[src/rtl/atmega_pll_ce.sv]
// atmega_pll_ce: PLL control/status register with a lock-delay FSM and
// CHANNELS phase-accumulator clock-enable generators driven from a byte bus.
module atmega_pll_ce #(
  parameter int unsigned BUS_ADDR_DATA_LEN = 16,
  parameter int unsigned PLLCSR_ADDR       = 'h49,
  parameter int unsigned INC_BASE_ADDR     = 'h58,
  parameter int unsigned CHANNELS          = 2,
  parameter int unsigned ACC_WIDTH         = 12,
  parameter int unsigned LOCK_CYCLES       = 16
) (
  input  logic                         clk,
  input  logic                         rst,
  input  logic [BUS_ADDR_DATA_LEN-1:0] addr_dat,
  input  logic                         wr_dat,
  input  logic                         rd_dat,
  input  logic [7:0]                   bus_dat_in,
  output logic [7:0]                   bus_dat_out,
  output logic                         pll_locked,
  output logic [CHANNELS-1:0]          ce_out
);

  typedef enum logic [1:0] {
    ST_OFF,
    ST_LOCKING,
    ST_LOCKED
  } state_t;

  // Address decode results
  logic                csr_hit;
  logic [CHANNELS-1:0] lo_hit;
  logic [CHANNELS-1:0] hi_hit;
  logic [CHANNELS-1:0] commit;

  // Bus-visible registers
  logic                 plle_q, plle_d;
  logic                 pindiv_q, pindiv_d;
  logic [7:0]           temp_q, temp_d;
  logic [ACC_WIDTH-1:0] inc_q [CHANNELS];
  logic [ACC_WIDTH-1:0] inc_d [CHANNELS];

  // Accumulator datapath
  logic [ACC_WIDTH-1:0] acc_q [CHANNELS];
  logic [ACC_WIDTH-1:0] acc_d [CHANNELS];
  logic [CHANNELS-1:0]  ce_q, ce_d;
  logic                 run;

  // Lock FSM
  state_t     state_q, state_d;
  logic [7:0] cnt_q, cnt_d;

  // Decode the bus address against the control register and every increment byte
  always_comb begin
    csr_hit = (addr_dat == BUS_ADDR_DATA_LEN'(PLLCSR_ADDR));
    lo_hit  = '0;
    hi_hit  = '0;
    commit  = '0;
    for (int unsigned ch = 0; ch < CHANNELS; ch++) begin
      lo_hit[ch] = (addr_dat == BUS_ADDR_DATA_LEN'(INC_BASE_ADDR + 2 * ch));
      hi_hit[ch] = (addr_dat == BUS_ADDR_DATA_LEN'(INC_BASE_ADDR + 2 * ch + 1));
      commit[ch] = wr_dat && lo_hit[ch];
    end
  end

  // Register writes: high byte parks in the shared TEMP, low byte commits the full increment
  always_comb begin
    plle_d   = plle_q;
    pindiv_d = pindiv_q;
    temp_d   = temp_q;
    for (int unsigned ch = 0; ch < CHANNELS; ch++) begin
      inc_d[ch] = inc_q[ch];
    end
    if (wr_dat) begin
      if (csr_hit) begin
        plle_d   = bus_dat_in[1];
        pindiv_d = bus_dat_in[4];
      end
      for (int unsigned ch = 0; ch < CHANNELS; ch++) begin
        if (hi_hit[ch]) begin
          temp_d = bus_dat_in;
        end
        if (commit[ch]) begin
          inc_d[ch] = ACC_WIDTH'({temp_q, bus_dat_in});
        end
      end
    end
  end

  // Bus register storage
  always_ff @(posedge clk) begin
    if (rst) begin
      plle_q   <= 1'b0;
      pindiv_q <= 1'b0;
      temp_q   <= '0;
      for (int unsigned ch = 0; ch < CHANNELS; ch++) begin
        inc_q[ch] <= '0;
      end
    end else begin
      plle_q   <= plle_d;
      pindiv_q <= pindiv_d;
      temp_q   <= temp_d;
      for (int unsigned ch = 0; ch < CHANNELS; ch++) begin
        inc_q[ch] <= inc_d[ch];
      end
    end
  end

  // Lock FSM state and delay counter register
  always_ff @(posedge clk) begin
    if (rst) begin
      state_q <= ST_OFF;
      cnt_q   <= '0;
    end else begin
      state_q <= state_d;
      cnt_q   <= cnt_d;
    end
  end

  // Lock FSM next state: the counter reaches zero on the same edge that enters LOCKED
  always_comb begin
    state_d = state_q;
    cnt_d   = cnt_q;
    case (state_q)
      ST_OFF: begin
        cnt_d = '0;
        if (plle_q) begin
          state_d = ST_LOCKING;
          cnt_d   = 8'(LOCK_CYCLES - 1);
        end
      end
      ST_LOCKING: begin
        if (!plle_q) begin
          state_d = ST_OFF;
          cnt_d   = '0;
        end else if (cnt_q <= 8'd1) begin
          state_d = ST_LOCKED;
          cnt_d   = '0;
        end else begin
          cnt_d = cnt_q - 8'd1;
        end
      end
      ST_LOCKED: begin
        cnt_d = '0;
        if (!plle_q) begin
          state_d = ST_OFF;
        end
      end
      default: begin
        state_d = ST_OFF;
        cnt_d   = '0;
      end
    endcase
  end

  // Lock FSM outputs; accumulation stops on the same edge the FSM drops to OFF
  always_comb begin
    pll_locked = (state_q == ST_LOCKED);
    run        = (state_q == ST_LOCKED) && plle_q;
  end

  // Phase accumulators: carry out of the widened sum is the enable pulse; a commit clears the channel
  always_comb begin
    logic [ACC_WIDTH:0] sum;
    sum  = '0;
    ce_d = '0;
    for (int unsigned ch = 0; ch < CHANNELS; ch++) begin
      acc_d[ch] = '0;
      sum       = {1'b0, acc_q[ch]} + {1'b0, inc_q[ch]};
      if (!commit[ch] && run) begin
        acc_d[ch] = sum[ACC_WIDTH-1:0];
        ce_d[ch]  = sum[ACC_WIDTH];
      end
    end
  end

  // Accumulator and pulse registers
  always_ff @(posedge clk) begin
    if (rst) begin
      ce_q <= '0;
      for (int unsigned ch = 0; ch < CHANNELS; ch++) begin
        acc_q[ch] <= '0;
      end
    end else begin
      ce_q <= ce_d;
      for (int unsigned ch = 0; ch < CHANNELS; ch++) begin
        acc_q[ch] <= acc_d[ch];
      end
    end
  end

  assign ce_out = ce_q;

  // Read mux: high byte returns the committed increment, never the pending TEMP
  always_comb begin
    bus_dat_out = '0;
    if (rd_dat && !rst) begin
      if (csr_hit) begin
        bus_dat_out = {3'b000, pindiv_q, 2'b00, plle_q, pll_locked};
      end
      for (int unsigned ch = 0; ch < CHANNELS; ch++) begin
        if (lo_hit[ch]) begin
          bus_dat_out = inc_q[ch][7:0];
        end
        if (hi_hit[ch]) begin
          bus_dat_out = 8'(16'(inc_q[ch]) >> 8);
        end
      end
    end
  end

endmodule

[config.mk]
export PLATFORM = sky130hd
export DESIGN_NAME = atmega_pll_ce
export DESIGN_NICKNAME = d
export VERILOG_FILES = /design/src/rtl/atmega_pll_ce.sv
export SDC_FILE = /design/constraint.sdc
export NUM_CORES = 1
export LEC_CHECK = 0
export BUFFER_PORTS_ARGS = -buffer_cell sky130_fd_sc_hd__buf_2
export CAP_MARGIN = 20
export CORE_ASPECT_RATIO = 1.4
export CORE_MARGIN = 2
export CORE_UTILIZATION = 58
export DETAILED_ROUTE_END_ITERATION = 8
export PLACE_DENSITY_LB_ADDON = 0.3
export SKIP_LAST_GASP = 1
export SLEW_MARGIN = 5
export SYNTH_ARGS = -nofsm -noshare
export SYNTH_HDL_FRONTEND = slang
export SYNTH_SLANG_ARGS = --single-unit
[constraint.sdc]
create_clock -name clk -period 2.8 [get_ports clk]
set_input_delay 0.28 -clock clk [delete_from_list [all_inputs] [get_ports clk]]
set_output_delay 0.28 -clock clk [all_outputs]
set_load 0.01 [all_outputs]
==> impl_metrics.toml <==
[run_status]
status = "complete, no violations"

[route]
antenna_left = 0
routedWlPerCell_um = 15.1
vias = 2904
drt_iter0_markers = 109
drc = 0
viasPerCell = 5.67
wirelength_um = 7710
drtPass1Iterations = 4

[synth]
yosysMostFrequentCell = "dfxtp_1"
synth_simple_gate_area_share_pct = 22.7
synth_xor_area_share_pct = 5.08
synth_edf_count = 0
synth_cells = 396
synth_cell_types = 50
syn-cell-area_mm2 = 0.00345
synth_compound_area_share_pct = 13.0
synth_mux_area_share_pct = 7.41
synth.avg_cell_area_um2 = 8.70
synth.top_cell.area_share_pct = 38.3
yosys.area.top_type = "dfxtp_1"
ys_seq_elements = 66
synthTopCellsByCount = "dfxtp_1, nor2_1, nand2_1"
synth_fa_ha_area_share_pct = 10.6
synth_top_family_by_area = "simple AND/OR/NAND/NOR gates"
synth_nets = 452
ys_top_cells_by_area = "dfxtp_1, ha_1, nor2_1"
ys_seq_area_share_pct = 38.3
yosys_warnings = 0
async_flop_share_pct = 0
synthFlopType = "dfxtp_1"

[critical_path]
crit_start = "inc_q[0][13]$_SDFFE_PP0P_"
crit_buf_inv = 0
cp_cell_sequence = "ha_1, a211oi_1, o21ai_0, a211oi_1, o21ai_0, xnor2_1, nor2_1"
r2r_end = "acc_q[0][23]$_SDFF_PP0_"
crit_end = "acc_q[0][23]$_SDFF_PP0_"
path_max_fanout = 3
cp_slowest_cell = "a211oi_1"
slowest_delay_ns = 0.41
cp.depth = 7
arrival_ns = 2.44
critPathKind = "register to register"
critPathRequiredTime_ns = 3.03
reg2reg_from = "inc_q[0][13]$_SDFFE_PP0P_"
worst_setup_path_end_kind = "register"
r2r_slack_ns = 0.58
ff2ff_path_depth = 7
start_kind = "register"
cp_top_family = "compound AO/OA/AOI/OAI gates"

[sta]
setup_tns_ns = 0
max_freq_ghz = 0.451
rsz0062_at_grt = "no"
fin_worst_skew_ns = 0.00810
hold_viol_final = 0
slew_viol_final = 0
worstMarginPinSlew_ns = 0.570
setup_violations = 0
min_period_ns = 2.22
finalCritPeriodShare_pct = 79.2
slew_headroom_pct = 62.0

[global_route]
grt_max_degree = 33
grt.overflow.total = 0
grt_usage_pct = 25.6
grt_pass1_vias = 2919
grt_pass1_wl_um = 13300
antenna_found_initial = 0

[floorplan]
core-area_mm2 = 0.00578
dieArea_mm2 = 0.00658
ios = 39
die_y_um = 95.2
rows = 33
initial_core_util_pct = 59.6
die_x_um = 69.1

[pwr]
power_density_mw_per_mm2 = 479
power.leakage_nw = 1.74
vdd_drop_max_v = 0.000304

[clock_network]
cts-buffers-inserted = 9
root_buffer = "clkbuf_8"
ctsResizeCount = 0
cts.path.max_buffers = 2
postCtsHoldBufs = 0
h-tree-depth = 3
clock_latency_ns = 0.35
worst_setup_hold_path_clk_slew_ns = 0.07
postCtsSetupRepairBufs = 0
cts_tree = "done"
cts.sinks = 66

[placement]
hpwlAfterDp_um = 5890
portBuffers = 38
place_congestion = 0.940
dpl_cell_area_mm2 = 0.00369

[layout]
antennaDiodeCount = 0
num-nets-final = 493
drive_gt1_share_pct = 15.2
finalInstanceArea_mm2 = 0.00391
syn2layout_area_growth_pct = 13.5

[worst_hold_path]
hold_path.class = "primary input to register"

[flow_run]
maxCapViolations = 0
-- registers in the layout (all words and copies together), names as in the netlist --
name      count
ce_out        2
temp_q        4
pindiv_q      1
plle_q        1
inc_q        24
acc_q        24
state_q       2
cnt_q         8
-- placed cells by master, fill, tap and decap left out, types with 4 or more instances in the layout --
master / Yosys / routed
xor2_1: 8 / 8
nor3_1: 6 / 6
dfxtp_1: 66 / 66
mux2i_1: 21 / 21
nor3b_1: 4 / 4
buf_2: 4 / 38
ha_1: 26 / 26
clkbuf_8: 0 / 10
nor2_1: 60 / 60
nand3_1: 7 / 7
xnor2_1: 12 / 12
nor2b_1: 6 / 6
nand2_1: 44 / 44
o21ai_0: 14 / 14
nor4_1: 4 / 4
nand2b_1: 6 / 6
a21o_1: 4 / 4
a211oi_1: 4 / 4
o21a_1: 4 / 4
a21oi_1: 39 / 39
inv_1: 12 / 12
-- worst reg2reg max path: cells and delay by family (launching register included) --
family / cells / cell delay (ns)
and+or+nand+nor: 1 / 0.05
adders and majority gates: 1 / 0.31
xor gates and xnor gates: 1 / 0.17
AOI/OAI and AO/OA: 4 / 1.24
DFF: 1 / 0.32
-- where the power goes --
group          switching (mW)  total, mW  internal [mW]
logic                  0.0312     0.0523         0.0211
clock network           0.359      0.881          0.522
registers          0.00000323      0.938          0.938
-- metal layers --
layer  wire length, µm  track usage [%]  vias to the layer above  part of all wire [%]
met5                 0                0                        -                     0
met4               345             17.2                        0                   4.5
met3               260             4.02                       27                   3.4
met2              4030             47.3                       65                    52
met1              3080             26.7                     1358                    40
li1                  -                -                     1454                     -
-- cell families (layout without fill, tap and decap cells) --
logic type	after synthesis	count (layout)
AOI/OAI and AO/OA	76	76
xor gates and xnor gates	20	20
adders and majority gates	28	28
buffers and inverters	23	69
DFF	66	66
muxes	23	23
and+or+nand+nor	160	160
-- cell type report --
cell class	instances	area (µm²)
Inverter	12	45.0
Sequential cell	66	1320
Tap cell	70	87.6
Multi-Input combinational cell	307	2030
Timing Repair Buffer	41	213
Fill cell	487	1870
Clock inverter	5	77.6
Clock buffer	11	141
-- stage by stage --
step / hold slack, ns / utilization, % / std cells / worst slack (ns) / power (mW)
floorplan: 0.420 / - / 396 / 0.834 / 0.980
global placement: 0.447 / 63.9 / 496 / 0.669 / 1.01
detailed placement: 0.473 / 63.9 / 496 / 0.631 / 1.01
CTS: 0.173 / 67.7 / 512 / 0.626 / 1.88
global route: 0.192 / 67.7 / 512 / 0.449 / 1.92
finish: 0.178 / 67.7 / 512 / 0.581 / 1.87
-- worst min-delay path by stage --
stage | slack, ns | end | from | cells after the start
after floorplan | 0.42 | inc_q[0][0]$_SDFFE_PP0P_ | bus_dat_in[0] | 2
after global routing | 0.19 | inc_q[0][7]$_SDFFE_PP0P_ | bus_dat_in[7] | 3
after CTS | 0.17 | inc_q[0][5]$_SDFFE_PP0P_ | bus_dat_in[5] | 3
after global placement | 0.45 | pindiv_q$_SDFFE_PP0P_ | pindiv_q$_SDFFE_PP0P_ | 2
final | 0.18 | inc_q[0][5]$_SDFFE_PP0P_ | bus_dat_in[5] | 3
after detailed placement | 0.47 | inc_q[0][10]$_SDFFE_PP0P_ | temp_q[2]$_SDFFE_PP0P_ | 2
No activity file was read; power rests on OpenSTA's default activity.
